$ cat src/rtl/tx_skp_scheduler.sv
// tx_skp_scheduler: inserts COM + SKP_COUNT x SKP ordered sets between
// packets every SKP_INTERVAL PCLK cycles on the MAC-to-encoder TX path.
// Ports:
//   PCLK, Rst (async, active-high)
//   MAC_TX_Data/MAC_TX_DataK/MAC_Data_En in, MAC_Ready out (handshake)
//   TX_Symbol/TX_SymbolK/TX_Valid out (registered, to 8b/10b encoder)
//   Skp_Active (ordered set on TX), Skp_Overrun (lost-request pulse)
module tx_skp_scheduler #(
    parameter int SKP_INTERVAL = 1180,
    parameter int SKP_COUNT    = 3
) (
    input  logic       PCLK,
    input  logic       Rst,
    input  logic [7:0] MAC_TX_Data,
    input  logic       MAC_TX_DataK,
    input  logic       MAC_Data_En,
    output logic       MAC_Ready,
    output logic [7:0] TX_Symbol,
    output logic       TX_SymbolK,
    output logic       TX_Valid,
    output logic       Skp_Active,
    output logic       Skp_Overrun
);

    localparam logic [11:0] CNT_LAST = 12'(SKP_INTERVAL - 1);
    localparam logic [2:0]  SYM_LAST = 3'(SKP_COUNT - 1);

    localparam logic [7:0] K_COM = 8'hBC;
    localparam logic [7:0] K_SKP = 8'h1C;
    localparam logic [7:0] K_STP = 8'hFB;
    localparam logic [7:0] K_SDP = 8'h5C;
    localparam logic [7:0] K_END = 8'hFD;
    localparam logic [7:0] K_EDB = 8'hFE;

    typedef enum logic [1:0] {
        IDLE,
        DATA,
        SKP_COM,
        SKP_SYM
    } state_t;

    state_t      state_q, state_d;
    logic [11:0] cnt_q, cnt_d;
    logic [2:0]  sym_q, sym_d;
    logic        pend_q, pend_d;
    logic        in_pkt_q, in_pkt_d;
    logic [7:0]  tx_sym_q, tx_sym_d;
    logic        tx_k_q, tx_k_d;
    logic        tx_vld_q, tx_vld_d;
    logic        act_q, act_d;
    logic        ovr_q, ovr_d;

    logic in_os;
    logic skp_due;
    logic xfer;
    logic wrap;
    logic enter_com;
    logic is_k;

    always_comb begin
        in_os     = (state_q == SKP_COM) || (state_q == SKP_SYM);
        // A request waits only while a packet is open.
        skp_due   = pend_q && !in_pkt_q;
        MAC_Ready = !Rst && !in_os && !skp_due;
        xfer      = MAC_Data_En && MAC_Ready;
        wrap      = (cnt_q == CNT_LAST);
        enter_com = !in_os && skp_due;
        is_k      = xfer && MAC_TX_DataK;

        cnt_d = wrap ? 12'd0 : cnt_q + 12'd1;

        // Entering COM consumes the request; a wrap in that same cycle
        // opens a fresh one instead of counting as lost.
        if (enter_com) begin
            pend_d = wrap;
        end else begin
            pend_d = pend_q || wrap;
        end
        ovr_d = wrap && pend_q && !enter_com;

        // Clear has priority over set.
        in_pkt_d = in_pkt_q;
        if (is_k && (MAC_TX_Data == K_STP || MAC_TX_Data == K_SDP)) begin
            in_pkt_d = 1'b1;
        end
        if (is_k && (MAC_TX_Data == K_END || MAC_TX_Data == K_EDB)) begin
            in_pkt_d = 1'b0;
        end

        state_d = state_q;
        sym_d   = sym_q;
        case (state_q)
            IDLE, DATA: begin
                if (enter_com) begin
                    state_d = SKP_COM;
                end else if (xfer) begin
                    state_d = DATA;
                end else begin
                    state_d = IDLE;
                end
            end
            SKP_COM: begin
                state_d = SKP_SYM;
                sym_d   = 3'd0;
            end
            SKP_SYM: begin
                if (sym_q == SYM_LAST) begin
                    state_d = IDLE;
                end else begin
                    sym_d = sym_q + 3'd1;
                end
            end
            default: state_d = IDLE;
        endcase

        // Output registers are loaded from the next state so the symbol
        // on TX lines up with the registered state.
        tx_sym_d = 8'h00;
        tx_k_d   = 1'b0;
        tx_vld_d = 1'b0;
        act_d    = 1'b0;
        if (state_d == SKP_COM) begin
            tx_sym_d = K_COM;
            tx_k_d   = 1'b1;
            tx_vld_d = 1'b1;
            act_d    = 1'b1;
        end else if (state_d == SKP_SYM) begin
            tx_sym_d = K_SKP;
            tx_k_d   = 1'b1;
            tx_vld_d = 1'b1;
            act_d    = 1'b1;
        end else if (xfer) begin
            tx_sym_d = MAC_TX_Data;
            tx_k_d   = MAC_TX_DataK;
            tx_vld_d = 1'b1;
        end
    end

    always_ff @(posedge PCLK or posedge Rst) begin
        if (Rst) begin
            state_q  <= IDLE;
            cnt_q    <= 12'd0;
            sym_q    <= 3'd0;
            pend_q   <= 1'b0;
            in_pkt_q <= 1'b0;
            tx_sym_q <= 8'h00;
            tx_k_q   <= 1'b0;
            tx_vld_q <= 1'b0;
            act_q    <= 1'b0;
            ovr_q    <= 1'b0;
        end else begin
            state_q  <= state_d;
            cnt_q    <= cnt_d;
            sym_q    <= sym_d;
            pend_q   <= pend_d;
            in_pkt_q <= in_pkt_d;
            tx_sym_q <= tx_sym_d;
            tx_k_q   <= tx_k_d;
            tx_vld_q <= tx_vld_d;
            act_q    <= act_d;
            ovr_q    <= ovr_d;
        end
    end

    assign TX_Symbol   = tx_sym_q;
    assign TX_SymbolK  = tx_k_q;
    assign TX_Valid    = tx_vld_q;
    assign Skp_Active  = act_q;
    assign Skp_Overrun = ovr_q;

endmodule

$ cat config.mk
export PLATFORM = sky130hd
export DESIGN_NAME = tx_skp_scheduler
export DESIGN_NICKNAME = d
export VERILOG_FILES = /design/src/rtl/tx_skp_scheduler.sv
export SDC_FILE = /design/constraint.sdc
export NUM_CORES = 1
export LEC_CHECK = 0
export CAP_MARGIN = 10
export CORE_UTILIZATION = 54
export DETAILED_ROUTE_END_ITERATION = 6
export GPL_ROUTABILITY_DRIVEN = 0
export PLACE_DENSITY_LB_ADDON = 0.25
export SYNTH_ARGS = -nofsm -noshare
export SYNTH_HDL_FRONTEND = slang
export SYNTH_SLANG_ARGS = --single-unit
$ cat constraint.sdc
create_clock -name PCLK -period 3.4 [get_ports PCLK]
set_clock_uncertainty 0.05 [all_clocks]
set_input_delay 0.34 -clock PCLK [delete_from_list [all_inputs] [get_ports PCLK]]
set_output_delay 0.34 -clock PCLK [all_outputs]
set_load 0.01 [all_outputs]
==> qor.txt, run 1 <==
outcome = complete, no violations
syn_area_per_cell = 10.8 um^2
CTS tree = done
Total Routing Usage GR = 23.7%
diodes inserted = 0
arrival time at the worst endpoint = 1720 ps
IO Pins = 25
total core area = 0.00230 mm^2
CP delay by family, top = buffers and inverters
CTS resizes = 0
crit share post-route = 62.1%
yosys warns = 0
top-count cell post-synth = dfrtp_1
Hold Buf Count CTS = 0
Setup CP Type = reg -> out
clock latency on the worst-skew pair = 330 ps
Peak VDD IR = 0.305 mV
Post-synth top cells = dfrtp_1, nand2_1, nor2_1
vias = 995
Yosys cell types = 32
Final Hold Viols = 0
vias in the first global route = 996
CP bufs+invs = 1
Seq pwr share = 56.2%
storage element area = 776 um^2
DRC = 0
routed vias/inst = 5.35
H-tree depth = 2
site row count = 17
number of flops mapped to enable cells by yosys = 0
crit-path cells = nor2b_1 -> nor3_1 -> clkdlybuf4s50_1
# setup viols final = 0
fin nets = 172
post-synth top area cell = dfrtp_1
leakage power = 0.819 nW
element type at the critical path end = output port
Max-cap violations = 0
top cells by area, synth = dfrtp_1, xor2_1, nand2_1, nor2_1, xnor2_1
Area Growth Syn to Fin = 25.2%
WP data required = 3010 ps
Worst Tran Pin Value = 737 ps
Post-CTS Setup Bufs = 0
total CTS buffers = 5
area of the multi-input gates = 554 um^2
first drt pass iteration count = 4
Tightest Hold Check Type = reg -> reg
Post-synth ARST share = 100%
Mapped Area = 0.00137 mm^2
final critical-path required period = 2110 ps
Setup crit start kind = flop
clock-pin slew on the worst setup and hold paths = 90 ps
Hold WS = 416 ps
#FFs+latches synth = 31
Comb power frac = 7.8%
relative slew slack = 50.8%
Max FO, Critical Path = 4
register-to-register setup slack = 1630 ps
Top FF cell, synth = dfrtp_1
ratio of cells with drive above 1 in the final layout = 9.49%
RSZ-0062 raised after global routing = false
global route overflow = 0
sequential area share after synthesis = 56.7%
top-area cell type share of the netlist area = 56.7%
final slew viol count = 0
largest net degree at the start of global routing = 21
Syn Inst Count = 127
routed wire length = 2600 um
CTS Sinks = 31
Filler cells = 161
routed length per instance = 14.0 um
Routed Antenna Nets = 0
power per cell area = 390 mW/mm^2
initial antenna violation count = 0
clk root buf = clkbuf_4
drt first-iter violations = 11
Port Buffers = 24
Synthesized Nets = 142
Die H = 52.3 um
Die W = 52.3 um
total negative slack = 0 ps
initial core utilization = 59.5%
dpl hpwl = 1900 um
die area = 0.00274 mm^2
Int Pwr = 523 uW
clock tree buffer depth = 2
sw power = 145 uW
CP max stage cell = clkdlybuf4s50_1
first-pass GRT wire length = 4460 um
Sw Ratio = 21.7%
slowest stage delay, CP = 590 ps
Clock Power Share = 36.0%
max frequency = 0.474 GHz
## registers in the layout, summed over array words and instances, names as in the netlist
signal / cells
TX_Valid: 1
sym_q: 3
in_pkt_q: 1
Skp_Active: 1
TX_SymbolK: 1
Skp_Overrun: 1
TX_Symbol: 8
cnt_q: 12
state_q: 2
pend_q: 1
## worst reg2reg max path: stages, from the launching register on
cell     delay (ps)
dfrtp_1         420
inv_1            70
ha_1            150
nor2b_1         290
a21bo_2         230
nand2_1         150
or2_2           310
## final cells by class
class,instances,area share (%)
flip-flops and latches,31,45.3
multi-input cells,87,32.4
repair buffers,26,14.9
clock buffers,8,4.02
well taps,28,2.05
inverters,6,1.32
## placed cells by master, fill, tap and decap left out, types with 2 or more instances in the layout
cell             netlist  layout
dfrtp_1               31      31
clkdlybuf4s50_1        0      24
nor2_1                13      13
nand2_1               13      13
inv_1                  6       6
nor3_1                 6       6
xor2_1                 6       6
nand3_1                5       5
xnor2_1                5       5
clkbuf_4               0       5
a21o_1                 4       4
o21ai_0                4       4
nor2b_1                3       3
ha_1                   3       3
nand2b_1               2       2
and2_1                 2       2
nand4_1                2       2
and3_1                 2       2
a21oi_1                2       2
nor3_2                 2       2
clkbuf_8               0       2
buf_4                  0       2
## layer usage
metal  GRT usage, %  routed length [um]  vias to the layer above
met5              0                   0                        -
met1           28.7                1140                      477
li1               -                   -                      487
met3           6.09                  98                       10
met4           15.4                  82                        0
met2           37.1                1280                       21
## power groups by stage
stage | Clock [mW] | Sequential, mW | Combinational [mW]
after floorplan | 0 | 0.385 | 0.0169
after global placement | 0 | 0.383 | 0.0501
after detailed placement | 0 | 0.383 | 0.0520
after CTS | 0.245 | 0.376 | 0.0525
after global routing | 0.258 | 0.376 | 0.0562
final | 0.240 | 0.376 | 0.0519
## per-stage QoR
| stage | area (um^2) | cells | setup WS [ps] | utilization [%] | total power, mW |
|---|---|---|---|---|---|
| 3_5_place_dp | 1640 | 178 | 1350 | 71.5 | 0.435 |
| 2_1_floorplan | 1370 | 127 | 1880 | - | 0.402 |
| 4_1_cts | 1710 | 186 | 1300 | 74.5 | 0.673 |
| 6_report | 1710 | 186 | 1290 | 74.5 | 0.668 |
| 3_3_place_gp | 1640 | 178 | 1460 | 71.5 | 0.433 |
| 5_1_grt | 1710 | 186 | 1250 | 74.5 | 0.690 |
## path summary, 6_finish.rpt
kind	start	end	cells after the start
setup / recovery	pend_q$_DFF_PP0_	MAC_Ready	3
max in group asynchronous	Rst	cnt_q[3]$_DFF_PP0_	3
hold / removal	cnt_q[0]$_DFF_PP0_	cnt_q[0]$_DFF_PP0_	1
min in group asynchronous	Rst	pend_q$_DFF_PP0_	2
setup reg to reg	sym_q[0]$_DFFE_PP0P_	TX_Valid$_DFF_PP0_	6
hold reg to reg	cnt_q[0]$_DFF_PP0_	cnt_q[0]$_DFF_PP0_	1
## cell families (layout without fill, tap and decap cells)
| family | count (synthesis) | in the layout | share of synthesized area [%] |
|---|---|---|---|
| adders and majority gates | 3 | 3 | 2.75 |
| and+or+nand+nor | 61 | 61 | 25.2 |
| xor gates and xnor gates | 11 | 11 | 7.04 |
| DFF | 31 | 31 | 56.7 |
| buffers and inverters | 9 | 40 | 2.74 |
| AOI/OAI and AO/OA | 12 | 12 | 5.58 |
No activity file was read; power rests on OpenSTA's default activity.
==> run 2, diff against run 1 <==
- CORE_UTILIZATION: 54 -> 46
- clock period: 3.4 -> 1.86 ns (I/O delays scaled with it)
==> run 2 against run 1 <==
Net effect: sequential power up 82%; wire length decreased by 3.3%; critical path depth grew 3; die area grew 17%; sequential share of layout area shrank 0.87 points; largest cell class unchanged.
==> qor.txt, run 2 (synthesis gave the netlist of run 1 again) <==
# setup viols final = 0 (unchanged)
CP max stage cell = dfrtp_1
crit-path cells = inv_1 -> ha_1 -> nor2b_2 -> a21bo_2 -> nand2_1 -> or2_2
fin nets = 172 (unchanged)
CP bufs+invs = 1 (unchanged)
Largest Register = cnt_q
routed vias/inst = 5.37 (+0.29%)
initial core utilization = 49.2% (-10 points)
power per cell area = 760 mW/mm^2 (+95%)
Filler cells = 228 (+42%)
total core area = 0.00278 mm^2 (+21%)
total CTS buffers = 5 (unchanged)
Area Growth Syn to Fin = 27.8%
Max FO, Critical Path = 6 (+2)
CTS Sinks = 31 (unchanged)
CTS tree = done
Setup crit start kind = flop
routed wire length = 2510 um (-3.3%)
register-to-register setup slack = 190 ps (-1440 ps)
Setup CP Type = reg -> reg
final critical-path required period = 1670 ps
CP delay by family, top = simple AND/OR/NAND/NOR gates
clock latency on the worst-skew pair = 330 ps (about the same)
Peak VDD IR = 0.570 mV (+87%)
Final Hold Viols = 0 (unchanged)
slowest stage delay, CP = 420 ps (-170 ps)
drt first-iter violations = 12 (+1)
H-tree depth = 2 (unchanged)
Worst Tran Pin Value = 338 ps (-399 ps)
pre-CTS setup slack = 118 ps (-1230 ps)
area post-placement = 0.00166 mm^2 (+0.99%)
DRC = 0 (unchanged)
routed length per instance = 13.3 um (-4.8%)
global route overflow = 0 (unchanged)
most frequent cells in the layout = dfrtp_1, clkdlybuf4s50_1, nor2_1, nand2_1
die area = 0.00320 mm^2 (+17%)
WP data required = 2030 ps (-980 ps)
ratio of cells with drive above 1 in the final layout = 11.4% (+1.9 points)
Final Util = 62.8% (-12 points)
final slew viol count = 0 (unchanged)
Port Buffers = 24 (unchanged)
clock-pin slew on the worst setup and hold paths = 90 ps (about the same)
Die W = 56.5 um (+8.0%)
area of the multi-input gates = 557 um^2 (+0.45%)
fin worst setup slack = 185 ps (-1110 ps)
Die H = 56.5 um (+8.0%)
clk root buf = clkbuf_4
site row count = 19 (+2)
max reg flops = 12 (unchanged)
first drt pass iteration count = 4 (unchanged)
IO Pins = 25 (unchanged)
diodes inserted = 0 (unchanged)
reg2reg end = TX_Valid$_DFF_PP0_
Design Power = 1.33 mW (+99%)
first-pass GRT wire length = 4530 um (+1.5%)
dpl hpwl = 1830 um (-3.5%)
total negative slack = 0 ps (unchanged)
crit share post-route = 90.0%
Tightest Hold Check Type = in -> async
Worst R2R Path Depth = 6 (unchanged)
max frequency = 0.597 GHz
element type at the critical path end = flop
Max-cap violations = 0 (unchanged)
leakage power = 0.833 nW (+1.7%)
Total Routing Usage GR = 18.9% (-4.8 points)
relative slew slack = 77.3% (+26 points)
clock tree buffer depth = 2 (unchanged)
worst reg2reg path startpoint = sym_q[0]$_DFFE_PP0P_
storage element area = 777 um^2 (+0.16%)
arrival time at the worst endpoint = 1840 ps (+120 ps)
vias in the first global route = 1045 (+4.9%)
Routed Antenna Nets = 0 (unchanged)
vias = 1014 (+1.9%)
initial antenna violation count = 0 (unchanged)
outcome = complete, no violations
Final Cell Area = 0.00175 mm^2 (+2.1%)
largest net degree at the start of global routing = 26 (+24%)
commonest non-fill, non-tap cell in the layout = dfrtp_1
RSZ-0062 raised after global routing = false
[run 2: routing by layer]
layer	wire length (um)	track usage, %	part of all wire [%]
met5	0	0	0
met4	51	9.41	2.0
met3	120	5.30	4.8
met2	1230	31.4	49
met1	1110	22.3	44
[run 2: metrics by stage]
| step | hold WS, ps | std cells |
|---|---|---|
| after floorplan | 240 | 127 |
| after global placement | 398 | 181 |
| after detailed placement | 406 | 181 |
| after CTS | 184 | 189 |
| after global routing | 211 | 189 |
| final | 184 | 189 |
[run 2: worst max-delay path by stage]
stage	from	end	slack (ps)	cells after the start
3_3_place_gp	Rst	MAC_Ready	190	3
3_5_place_dp	sym_q[0]$_DFFE_PP0P_	TX_Valid$_DFF_PP0_	120	6
4_1_cts	sym_q[0]$_DFFE_PP0P_	TX_Valid$_DFF_PP0_	90	6
2_1_floorplan	sym_q[0]$_DFFE_PP0P_	TX_Valid$_DFF_PP0_	340	6
5_1_grt	sym_q[0]$_DFFE_PP0P_	TX_Valid$_DFF_PP0_	50	6
6_report	sym_q[0]$_DFFE_PP0P_	TX_Valid$_DFF_PP0_	190	6
[run 2: worst reg2reg max path: stages (launching register included)]
cell     delay, ps
dfrtp_1        420
inv_1           70
ha_1           150
nor2b_2        210
a21bo_2        210
nand2_1        150
or2_2          310
[run 2: layout make-up]
class | count | area share, %
flip-flops and latches | 31 | 44.5
multi-input cells | 87 | 31.9
repair buffers | 26 | 15.2
clock buffers | 6 | 2.93
well taps | 31 | 2.22
clock inverters | 2 | 2.00
inverters | 6 | 1.29
[run 2: timing repair]
item,4_1_cts,5_1_grt
resized for setup,2,1
hold buffers,0,0
setup endpoints to repair,1,1
buffers inserted,0,0
[run 2: power by group]
group / total [mW] / switching, mW / internal [mW]
registers: 0.686 / 0.00352 / 0.683
logic: 0.0956 / 0.0422 / 0.0534
clock network: 0.546 / 0.229 / 0.317
total: 1.33 / 0.275 / 1.05
==> run 3, diff against run 2 <==
- CORE_ASPECT_RATIO: default -> 0.7
- RECOVER_POWER: default -> 100
==> run 3 against run 2 <==
Net effect: power down 4.6%; cell area down 2.3%; combinational power down 10%.
==> qor.txt, run 3 (synthesis gave the netlist of run 1 again) <==
outcome = complete, no violations
top sig layer = met4
clock-pin slew on the worst setup and hold paths = 70 ps (-20 ps)
Filler cells = 240 (+5.3%)
CP max stage cell = dfrtp_1
first drt pass iteration count = 4 (unchanged)
IO Pins = 25 (unchanged)
WP data required = 1980 ps (-50 ps)
Largest Register = cnt_q
Setup crit start kind = flop
clock latency on the worst-skew pair = 280 ps (-50 ps)
WL met1 = 1270 um (+15%)
max frequency = 0.569 GHz (-4.8%)
Total Routing Usage GR = 19.5% (+0.59 points)
Area Growth Syn to Fin = 24.9%
commonest non-fill, non-tap cell in the layout = dfrtp_1
CP bufs+invs = 1 (unchanged)
Die W = 67.2 um (+19%)
diodes inserted = 0 (unchanged)
vias = 992 (-2.2%)
Port Buffers = 24 (unchanged)
largest net degree at the start of global routing = 27 (+3.8%)
WL met3 = 140 um (+17%)
Final Util = 60.9% (-1.9 points)
Final Non-Filler Cells = 194 (+2.6%)
area post-placement = 0.00167 mm^2 (+0.38%)
H-tree depth = 2 (unchanged)
metal2 WL = 1270 um (+2.5%)
most frequent cells in the layout = dfrtp_1, nor2_1, nand2_1, dlygate4sd3_1, clkdlybuf4s50_1
first-pass GRT wire length = 4230 um (-6.7%)
total negative slack = 0 ps (unchanged)
leakage power = 0.844 nW (+1.3%)
power per cell area = 742 mW/mm^2 (-2.4%)
CTS tree = done
Final Hold Viols = 0 (unchanged)
clock tree buffer depth = 2 (unchanged)
initial antenna violation count = 0 (unchanged)
Placed Cells = 186 (+2.8%)
logic depth of the worst path, buffers included = 6 (unchanged)
Tightest Hold Check Type = in -> async
routed length per instance = 13.8 um (+4.1%)
clk root buf = clkbuf_8
Die H = 47.6 um (-16%)
CTS resizes = 0 (-2)
final slew viol count = 0 (unchanged)
CTS Sinks = 31 (unchanged)
crit share post-route = 94.5% (+4.5 points)
routed wire length = 2690 um (+6.9%)
max reg flops = 12 (unchanged)
Routed Antenna Nets = 0 (unchanged)
ratio of cells with drive above 1 in the final layout = 6.33% (-5.1 points)
Max-cap violations = 0 (unchanged)
storage element area = 776 um^2 (-0.16%)
Worst R2R Path Depth = 6 (unchanged)
RSZ-0062 raised after global routing = false
Worst Tran Pin Value = 628 ps (+290 ps)
initial core utilization = 48.8% (-0.37 points)
Hold Buf Count CTS = 0 (unchanged)
slowest stage delay, CP = 410 ps (about the same)
arrival time at the worst endpoint = 1870 ps (+30 ps)
relative slew slack = 58.2% (-19 points)
total core area = 0.00280 mm^2 (+0.76%)
die area = 0.00320 mm^2 (+0.11%)
Max FO, Critical Path = 6 (unchanged)
Peak VDD IR = 0.393 mV (-31%)
global route overflow = 0 (unchanged)
routed vias/inst = 5.11 (-4.7%)
site row count = 16 (-3)
Final Cell Area = 0.00171 mm^2 (-2.3%)
# setup viols final = 0 (unchanged)
DRC = 0 (unchanged)
Setup CP Type = reg -> reg
vias in the first global route = 910 (-13%)
total CTS buffers = 5 (unchanged)
final critical-path required period = 1760 ps (+83.6 ps)
drt first-iter violations = 35 (+23)
area of the multi-input gates = 534 um^2 (-4.0%)
dpl hpwl = 1980 um (+8.3%)
Post-CTS Setup Bufs = 0 (unchanged)
element type at the critical path end = flop
fin nets = 172 (unchanged)
crit-path cells = inv_1 -> ha_1 -> nor2b_1 -> a21bo_1 -> nand2_1 -> or2_2
CP delay by family, top = simple AND/OR/NAND/NOR gates
Hold WS = 261 ps (+76.2 ps)
-- run 3: final timing paths --
path                                      startpoint              endpoint  slack [ps]
worst max-delay path            sym_q[0]$_DFFE_PP0P_    TX_Valid$_DFF_PP0_         100
worst min-delay path                             Rst  sym_q[2]$_DFFE_PP0P_         260
worst max register to register  sym_q[0]$_DFFE_PP0P_    TX_Valid$_DFF_PP0_         100
worst min register to register    cnt_q[0]$_DFF_PP0_    cnt_q[0]$_DFF_PP0_         420
max in group asynchronous                        Rst    cnt_q[5]$_DFF_PP0_         620
min in group PCLK                 cnt_q[0]$_DFF_PP0_    cnt_q[0]$_DFF_PP0_         420
-- run 3: final cells by class --
type / count / area share, %
Sequential cell: 31 / 45.4
Multi-Input combinational cell: 87 / 31.3
Timing Repair Buffer: 26 / 14.6
Clock buffer: 7 / 4.47
Tap cell: 36 / 2.64
Inverter: 6 / 1.32
Clock inverter: 1 / 0.293
-- run 3: routing by layer --
metal | global-route usage, % | up-vias
li1 | - | 483
met1 | 25.6 | 483
met2 | 29.2 | 24
met3 | 8.57 | 2
met4 | 6.38 | 0
met5 | 0 | -
-- run 3: power breakdown --
group          switching (mW)  internal (mW)  total (mW)
registers             0.00412          0.684       0.688
logic                  0.0414         0.0443      0.0857
clock network           0.231          0.262       0.493
-- run 3: worst reg2reg max path: cells and delay by family (launching register included) --
family,cells,cell delay (ps)
adders and majority gates,1,150
and+or+nand+nor,3,740
buffers and inverters,1,70
DFF,1,410
AOI/OAI and AO/OA,1,220
-- run 3: stage by stage --
step,setup slack [ps],power [mW]
after floorplan,341,0.735
after global placement,200,0.797
after detailed placement,136,0.799
after CTS,56.6,1.29
after global routing,28.8,1.32
final,102,1.27
